<file path="src/rtl/btn_pkg.sv">
// Shared definitions for the button event arbiter.
//  - arb_state_t : two-state arbiter encoding (ST_IDLE / ST_OFFER)
//  - clog2       : width helper; never returns less than 1 so single-value fields stay legal
package btn_pkg;

    typedef enum logic [0:0] {
        ST_IDLE  = 1'b0,
        ST_OFFER = 1'b1
    } arb_state_t;

    function automatic int unsigned clog2(input int unsigned v);
        int unsigned r;
        r = 0;
        while ((32'd1 << r) < v) r++;
        return (r == 0) ? 1 : r;
    endfunction

endpackage

</file>
<file path="src/rtl/key_debounce_lane.sv">
// One debounce lane: 2-flop synchronizer, stability counter, level register, rise pulse.
// Ports:
//  clk, rst : system clock, synchronous active-high reset
//  key      : raw asynchronous button input
//  tick     : shared sample enable (one clk wide)
//  level    : debounced level (registered)
//  rise_c   : combinational pulse in the clk where level is about to go 0->1
module key_debounce_lane
    import btn_pkg::*;
#(
    parameter int unsigned STABLE_TICKS = 4
) (
    input  logic clk,
    input  logic rst,
    input  logic key,
    input  logic tick,
    output logic level,
    output logic rise_c
);

    localparam int unsigned CNT_W = clog2(STABLE_TICKS);

    logic [1:0]       sync;
    logic [CNT_W-1:0] cnt;
    logic             sample;
    logic             at_limit;

    assign sample   = sync[1];
    assign at_limit = (cnt == CNT_W'(STABLE_TICKS - 1));

    // Level flips only on the STABLE_TICKS-th consecutive disagreeing tick.
    always_ff @(posedge clk) begin
        if (rst) begin
            sync  <= '0;
            cnt   <= '0;
            level <= 1'b0;
        end else begin
            sync <= {sync[0], key};
            if (tick) begin
                if (sample == level) begin
                    cnt <= '0;
                end else if (at_limit) begin
                    level <= sample;
                    cnt   <= '0;
                end else begin
                    cnt <= cnt + CNT_W'(1);
                end
            end
        end
    end

    assign rise_c = tick & sample & ~level & at_limit;

endmodule

</file>
<file path="src/rtl/button_event_arbiter.sv">
// Debounced push-button press events, handed out one at a time in round-robin order.
// Ports:
//  clk, rst   : system clock, synchronous active-high reset
//  key        : raw button inputs, 1 = pressed
//  key_level  : debounced level per key
//  ev_valid   : event offered to the consumer
//  ev_id      : index of the key whose press is offered
//  ev_ready   : consumer accepts when ev_valid & ev_ready
//  ev_overrun : 1-clk pulse when a press hits a key that is already pending
module button_event_arbiter
    import btn_pkg::*;
#(
    parameter int unsigned N_KEYS       = 4,
    parameter int unsigned TICK_DIV     = 250000,
    parameter int unsigned STABLE_TICKS = 4
) (
    input  logic                       clk,
    input  logic                       rst,
    input  logic [N_KEYS-1:0]          key,
    output logic [N_KEYS-1:0]          key_level,
    output logic                       ev_valid,
    output logic [clog2(N_KEYS)-1:0]   ev_id,
    input  logic                       ev_ready,
    output logic                       ev_overrun
);

    localparam int unsigned ID_W = clog2(N_KEYS);
    localparam int unsigned TW   = clog2(TICK_DIV);

    logic [TW-1:0]     tick_cnt;
    logic              tick_c;
    logic [N_KEYS-1:0] rise_c;
    logic [N_KEYS-1:0] pending;
    logic [N_KEYS-1:0] clear_c;
    logic [ID_W-1:0]   last_grant;
    logic [ID_W-1:0]   grant_c;
    logic              grant_found_c;
    int unsigned       search_idx;
    arb_state_t        state;

    // Shared sample tick: one clk every TICK_DIV clks.
    assign tick_c = (tick_cnt == TW'(TICK_DIV - 1));

    always_ff @(posedge clk) begin
        if (rst) tick_cnt <= '0;
        else     tick_cnt <= tick_c ? '0 : tick_cnt + TW'(1);
    end

    for (genvar i = 0; i < int'(N_KEYS); i++) begin : g_lane
        key_debounce_lane #(
            .STABLE_TICKS (STABLE_TICKS)
        ) u_lane (
            .clk    (clk),
            .rst    (rst),
            .key    (key[i]),
            .tick   (tick_c),
            .level  (key_level[i]),
            .rise_c (rise_c[i])
        );
    end

    // Round-robin search starting just after the last accepted key.
    always_comb begin
        grant_c       = '0;
        grant_found_c = 1'b0;
        search_idx    = 0;
        for (int unsigned k = 1; k <= N_KEYS; k++) begin
            search_idx = (32'(last_grant) + k) % N_KEYS;
            if (!grant_found_c && pending[ID_W'(search_idx)]) begin
                grant_found_c = 1'b1;
                grant_c       = ID_W'(search_idx);
            end
        end
    end

    assign clear_c = (state == ST_IDLE && grant_found_c) ? (N_KEYS'(1) << grant_c) : '0;

    // A press in the same clk as its grant-clear wins and is not an overrun.
    always_ff @(posedge clk) begin
        if (rst) begin
            pending    <= '0;
            ev_overrun <= 1'b0;
        end else begin
            pending    <= (pending & ~clear_c) | rise_c;
            ev_overrun <= |(rise_c & pending & ~clear_c);
        end
    end

    // Arbiter FSM: IDLE latches a grant, OFFER holds it until accepted.
    always_ff @(posedge clk) begin
        if (rst) begin
            state      <= ST_IDLE;
            ev_valid   <= 1'b0;
            ev_id      <= '0;
            last_grant <= ID_W'(N_KEYS - 1);
        end else begin
            case (state)
                ST_IDLE: begin
                    if (grant_found_c) begin
                        ev_id    <= grant_c;
                        ev_valid <= 1'b1;
                        state    <= ST_OFFER;
                    end
                end
                ST_OFFER: begin
                    if (ev_ready) begin
                        ev_valid   <= 1'b0;
                        last_grant <= ev_id;
                        state      <= ST_IDLE;
                    end
                end
                default: begin
                    ev_valid <= 1'b0;
                    state    <= ST_IDLE;
                end
            endcase
        end
    end

endmodule

</file>
<file path="config.mk">
export PLATFORM = sky130hd
export DESIGN_NAME = button_event_arbiter
export DESIGN_NICKNAME = d
export VERILOG_FILES = /design/src/rtl/btn_pkg.sv /design/src/rtl/key_debounce_lane.sv /design/src/rtl/button_event_arbiter.sv
export SDC_FILE = /design/constraint.sdc
export NUM_CORES = 1
export LEC_CHECK = 0
export ABC_AREA = 1
export ABC_CLOCK_PERIOD_IN_PS = 3000
export CORE_MARGIN = 5
export CORE_UTILIZATION = 61
export CTS_BUF_LIST = sky130_fd_sc_hd__clkbuf_4
export CTS_CLUSTER_DIAMETER = 40
export DETAILED_ROUTE_END_ITERATION = 7
export PLACE_DENSITY = 0.84
export SLEW_MARGIN = 40
export SYNTH_ARGS = -nofsm -noshare
export SYNTH_HDL_FRONTEND = slang
export SYNTH_HIERARCHICAL = 1
export SYNTH_SLANG_ARGS = --single-unit
</file>
<file path="constraint.sdc">
create_clock -name clk -period 3 [get_ports clk]
set_input_delay 0.6 -clock clk [delete_from_list [all_inputs] [get_ports clk]]
set_output_delay 0.6 -clock clk [all_outputs]
set_load 0.01 [all_outputs]
</file>
==> results of run 1 <==
[registers in the layout (all words and copies together) (netlist names)]
register             cells
tick_cnt                18
g_lane.u_lane/sync       8
ev_id                    2
state                    1
pending                  4
ev_valid                 1
g_lane.u_lane/cnt        8
g_lane.u_lane/level      4
ev_overrun               1
last_grant               2
[path summary, 6_finish.rpt]
| kind | startpoint | to | slack [ns] | cells after the start |
|---|---|---|---|---|
| hold / removal | g_lane[2].u_lane/sync[0]$_SDFF_PP0_ | g_lane[2].u_lane/sync[1]$_SDFF_PP0_ | 0.39 | 2 |
| hold reg to reg | g_lane[2].u_lane/sync[0]$_SDFF_PP0_ | g_lane[2].u_lane/sync[1]$_SDFF_PP0_ | 0.39 | 2 |
| setup reg to reg | tick_cnt[7]$_SDFF_PP0_ | ev_overrun$_SDFF_PP0_ | 1.05 | 13 |
| setup / recovery | g_lane[0].u_lane/level$_SDFFE_PP0P_ | key_level[0] | 1.03 | 1 |
[area by class of cell]
cell class | count | area (µm²)
Multi-Input combinational cell | 228 | 1230
Clock buffer | 5 | 37.5
Timing Repair Buffer | 16 | 155
Clock inverter | 3 | 21.3
Sequential cell | 49 | 981
Inverter | 60 | 225
Tap cell | 50 | 62.6
Fill cell | 349 | 1260
[cells by family (layout without fill, tap and decap cells)]
logic type / after synthesis / after routing / share of synthesized area [%]
adder cells (fa/ha/maj): 5 / 5 / 2.52
buffers and inverters: 64 / 84 / 10.9
flip-flops: 49 / 49 / 39.5
AND/OR/NAND/NOR: 184 / 184 / 37.5
AO/OA/AOI/OAI: 36 / 36 / 8.52
XOR/XNOR: 3 / 3 / 1.06
[metrics by stage]
stage          instance area (µm²)  cells  utilization (%)  hold slack [ns]
2_1_floorplan                 2480    341                -            0.388
3_3_place_gp                  2660    403             66.9            0.393
3_5_place_dp                  2660    403             66.9            0.397
4_1_cts                       2710    411             68.3            0.399
5_1_grt                       2710    411             68.3            0.403
6_report                      2710    411             68.3            0.393
[metal layers]
| metal | vias to the layer above | wire length, µm |
|---|---|---|
| li1 | 1124 | - |
| met3 | 6 | 137 |
| met4 | 0 | 60 |
| met5 | - | 0 |
| met1 | 972 | 1960 |
| met2 | 28 | 2340 |
[layout by cell type (no fill, tap or decap), types with 3 or more instances in the layout]
cell type,instances
nand3_1,19
dfxtp_1,49
nand2_4,4
inv_2,4
nand4_1,11
clkbuf_4,5
nand2_1,74
xor2_1,3
nor2_1,30
nand2_2,15
clkdlybuf4s50_1,14
nor3_1,11
nor2_2,4
nor3b_1,4
inv_1,56
o211ai_1,3
ha_1,5
a21oi_1,22
[power by group through the flow]
stage                     clock [W]  combinational, W  sequential [W]
after floorplan                   0         0.0000945        0.000701
after global routing       0.000347          0.000144        0.000694
after CTS                  0.000320          0.000130        0.000690
after global placement            0          0.000126        0.000703
final                      0.000306          0.000129        0.000689
after detailed placement          0          0.000130        0.000704
==> run metrics, run 1 <==
Rows 23; ANT cells 0; slowest stage delay, CP 0.56 ns; worst-margin pin slew about 0.73 ns; CTS tree built; clock root buffer clkbuf_4; clk_skew 0.0186 ns; static leakage around 1.2 nW; Die ar. 5440 µm²; worst slack at placement around 1.0 ns; layout cells sized above 1 13.3%; Nets ~370; CTS H-tree depth 2; GRT overflow 0; Pwr Density 414 nW/µm²; Tmin final 1.97 ns; Main synth FF type dfxtp_1; latest clock arrival within the worst-skew pair around 0.37 ns; Clk pin slew, worst setup/hold paths 0.15 ns; I/O pins 15; largest area contributor in the netlist dfxtp_1; setup bufs post-CTS 0; syn_area_per_cell a little over 7 µm²; IO Port Bufs 14; Layout area overhead 9.32%; Num CTS Buffers 5; CORE AREA around 4000 µm²; Seq pwr share 61.3%; DRT iter0 DRCs 112; vias in the first global route approximately 2000; Psw 0.000307 W; total negative setup slack 0 ns; largest net degree at the start of global routing 28; WP buf/inv 1; # Max-Cap Violations 0; Max Slew Vio Count 0; CP Max Fanout 5; Mapped Nets between 300 and 400; met2 usage 36.2%; Post-Route WL approximately 4500 µm; power share of the clock group 27.2%; CP arrival 1.37 ns; GRT busiest layer met2; Residual DRC 0; met1 Track Usage GR 20.6%; Commonest cells post-synth 74 x nand2_1, 56 x inv_1, 49 x dfxtp_1; critical path cell sequence clkdlybuf4s50_1; CP Launch Type register; die extent in x between 70 and 80 µm; Post-synth EDFFs 0; first-pass GRT wire length 8350 µm; critical path's slowest cell clkdlybuf4s50_1; total power 0.00112 W; Starting Density 62.5%; final setup margin 1.03 ns; initial antenna violation count 0; Synth warnings 6; Synth area leaders dfxtp_1 40%, nand2_1 11%, inv_1 8.5%; Fin. Hold Viols 0; FMAX 507 MHz; CP endpoint kind output port; Tcrit/Tclk final 65.7%; Seq/Total Area, Yosys slightly below 40%; setup violators final 0; met3 usage around 4.2%; Yosys reg bits 49; DP Wirelength roughly 3500 µm; Gate power share between 10 and 15%; post-synth top area share 39.5%; Max-slew headroom 51.3%; PostCTS Resize Cnt 0; hold crit path type register to register; routability congestion estimate from global placement 0.802; DRT antenna net count 0; Die Ht 73.8 µm; status finished clean; total track usage roughly a fifth; worst path required time approximately 2.4 ns; Syn Std Cell Area 2480 µm²; count leader, synth nand2_1; drt pass-1 iters 4; Int Power 0.000817 W; ys async rst share 0%; synth unique cells 32; Top delay family on crit path buffers and inverters; Setup CP Type register to output port; Max rail drop VDD 323 µV; wire per inst about 11 µm; clock sinks 49; post-detailed-route via-to-cell ratio 5.18; Post-Syn Instances 341; unrepaired setup endpoints after global routing false; Switching Fraction between 20 and 30%; Max Root-Sink Buffers 2; CTS Hold Bufs 0; via count about 2100
Note: power is estimated with default switching activity, not from simulation.
==> run 2, diff against run 1 <==
--- a/config.mk
+++ b/config.mk
@@ -6,13 +6,13 @@
 export NUM_CORES = 1
 export LEC_CHECK = 0
 export ABC_AREA = 1
-export ABC_CLOCK_PERIOD_IN_PS = 3000
+export ABC_CLOCK_PERIOD_IN_PS = 1750
 export CORE_MARGIN = 5
-export CORE_UTILIZATION = 61
+export CORE_UTILIZATION = 55
 export CTS_BUF_LIST = sky130_fd_sc_hd__clkbuf_4
 export CTS_CLUSTER_DIAMETER = 40
 export DETAILED_ROUTE_END_ITERATION = 7
-export PLACE_DENSITY = 0.84
+export PLACE_DENSITY = 0.8
 export SLEW_MARGIN = 40
 export SYNTH_ARGS = -nofsm -noshare
 export SYNTH_HDL_FRONTEND = slang
==> constraint.sdc (replaced) <==
create_clock -name clk -period 1.75 [get_ports clk]
set_input_delay 0.35 -clock clk [delete_from_list [all_inputs] [get_ports clk]]
set_output_delay 0.35 -clock clk [all_outputs]
set_load 0.01 [all_outputs]
==> run 2 against run 1 <==
Against the previous run:
- die area rose by 9.4%
- clock power rose by 60%
- global-route usage fell by 2.0 points
- via count rose by 2.8%
- final cell count rose by 5.4%
- total power rose by 71%
- worst hold slack improved by 0.0044 ns
- critical path type is now register to register
- critical endpoint is now ev_overrun$_SDFF_PP0_
- largest power group unchanged
==> run metrics, run 2 (synthesis results as in run 1) <==
status finished clean; routability congestion estimate from global placement 0.827; drt pass-1 iters 4; DRT iter0 DRCs 83; # Max-Cap Violations 0; Max-slew headroom between 80% and 90%; Int Power between 0.001 and 0.0015 W; Setup CP Type register to register; initial antenna violation count 0; clock sinks 49; Residual DRC 0; Die Ht 77.2 µm; Clk pin slew, worst setup/hold paths 0.14 ns; Rows 24; vias in the first global route 2069; R2R depth 12; Pwr Density 650 nW/µm²; Final Util 68.0%; final setup margin ~0.036 ns; Psw 0.000510 W; I/O pins 15; clock root buffer clkbuf_4; via count roughly 2200; Num CTS Buffers 5; most frequent cells in the layout 69 x nand2_1, 53 x inv_1, 39 x dfxtp_1, 29 x nor2_1, 22 x a21oi_1; ANT cells 0; die extent in x 77.2 µm; latest clock arrival within the worst-skew pair 0.37 ns; wire per inst 11.3 µm; first-pass GRT wire length 8450 µm; Switching Fraction 26.5%; Gate power share a little over an eighth; Regs by FF count tick_cnt (18), g_lane.u_lane/cnt (8), g_lane.u_lane/sync (8); worst slack at placement -0.0164 ns; hold slack final 0.397 ns; total negative setup slack 0 ns; GRT overflow 0; setup violators final 0; Nets 392; FMAX 584 MHz; DP Wirelength between 3000 and 4000 µm; Die ar. 5960 µm²; Starting Density 57.0%; Largest register FFs 18; unrepaired setup endpoints after global routing true; hold crit path type register to register; total track usage 17.1%; Max Root-Sink Buffers 2; Tmin final between 1.5 and 2 ns; CTS Hold Bufs 0; static leakage 1.32 nW; Fillers 361; Register Area between 900 and 1000 µm²; Max rail drop VDD 447 µV; Post-Route WL 4910 µm; most common cell after layout, fill and taps aside nand2_1; IO Port Bufs 14; worst-margin pin slew ~0.29 ns; Fin. Hold Viols 0; DRT antenna net count 0; power share of the clock group 25.4%; CP Launch Type register; CTS tree built; Worst Hold Depth 2; CORE AREA ~4400 µm²; total power a little under 0.002 W; clk_skew 0.0147 ns; CP Max Fanout 7; Max Slew Vio Count 0; CP endpoint kind register; Tcrit/Tclk final 97.9%; Layout area overhead 19.3%; worst path required time 2.07 ns; layout cells sized above 1 about a quarter; Top reg by flops tick_cnt; post-detailed-route via-to-cell ratio 5.06; CP arrival 2.04 ns; Seq pwr share between 60% and 70%; CTS H-tree depth 2; Multi-input gate area 1310 µm²; largest net degree at the start of global routing 28
## run 2: cell count changes in the layout (fill, tap and decap cells not counted), moves of 2 or more
cell and delta:
buf_4 +19, dfxtp_2 +10, clkinv_1 +2, inv_2 +2
inv_1 -3, nor3_1 -3, nand2_2 +5, dfxtp_1 -10
nand2_1 -5, nor3_4 +3, nor2_4 +2
## run 2: layer usage
metal	up-vias	track usage, %	wire length [µm]
met5	-	0	0
met4	0	8.25	76
met3	8	3.28	119
met2	17	30.6	2470
met1	998	19.2	2250
li1	1167	-	-
## run 2: layout make-up
type | count | area share (%)
Clock buffer | 5 | 1.27
Clock inverter | 3 | 0.422
Inverter | 60 | 7.69
Multi-Input combinational cell | 228 | 44.1
Sequential cell | 49 | 33.5
Tap cell | 52 | 2.20
Timing Repair Buffer | 36 | 10.7
## run 2: worst paths after layout
| kind | endpoint | from | slack [ns] |
|---|---|---|---|
| setup / recovery | ev_overrun$_SDFF_PP0_ | tick_cnt[7]$_SDFF_PP0_ | 0.04 |
| hold reg to reg | g_lane[0].u_lane/sync[1]$_SDFF_PP0_ | g_lane[0].u_lane/sync[0]$_SDFF_PP0_ | 0.40 |
| setup reg to reg | ev_overrun$_SDFF_PP0_ | tick_cnt[7]$_SDFF_PP0_ | 0.04 |
| hold / removal | g_lane[0].u_lane/sync[1]$_SDFF_PP0_ | g_lane[0].u_lane/sync[0]$_SDFF_PP0_ | 0.40 |
## run 2: worst max-delay path: stages (launching register included)
cell	delay, ns
dfxtp_2	0.38
inv_2	0.06
nor4_4	0.23
nand4_1	0.20
nor2_4	0.23
nand4_1	0.17
inv_2	0.11
nand2_2	0.06
inv_2	0.05
nand2_1	0.04
nand2_1	0.05
nor2_1	0.04
nor2_1	0.07
## run 2: power groups by stage
stage                     Combinational (W)  Sequential [W]  Clock (W)
after floorplan                    0.000162         0.00120          0
after global placement             0.000252         0.00120          0
after detailed placement           0.000260         0.00120          0
after CTS                          0.000261         0.00118   0.000512
after global routing               0.000288         0.00118   0.000563
final                              0.000258         0.00118   0.000489
## run 2: repair_timing
item / CTS / global route
endpoints found under the setup margin: 2 / 27
buffers inserted: 1 / 1
resized for setup: 1 / 26
pin swaps: 3 / 8
## run 2: stage by stage
step	cells	cell area, µm²
after global routing	433	2960
after global placement	423	2820
after CTS	432	2870
after floorplan	341	2490
after detailed placement	423	2820
final	433	2960
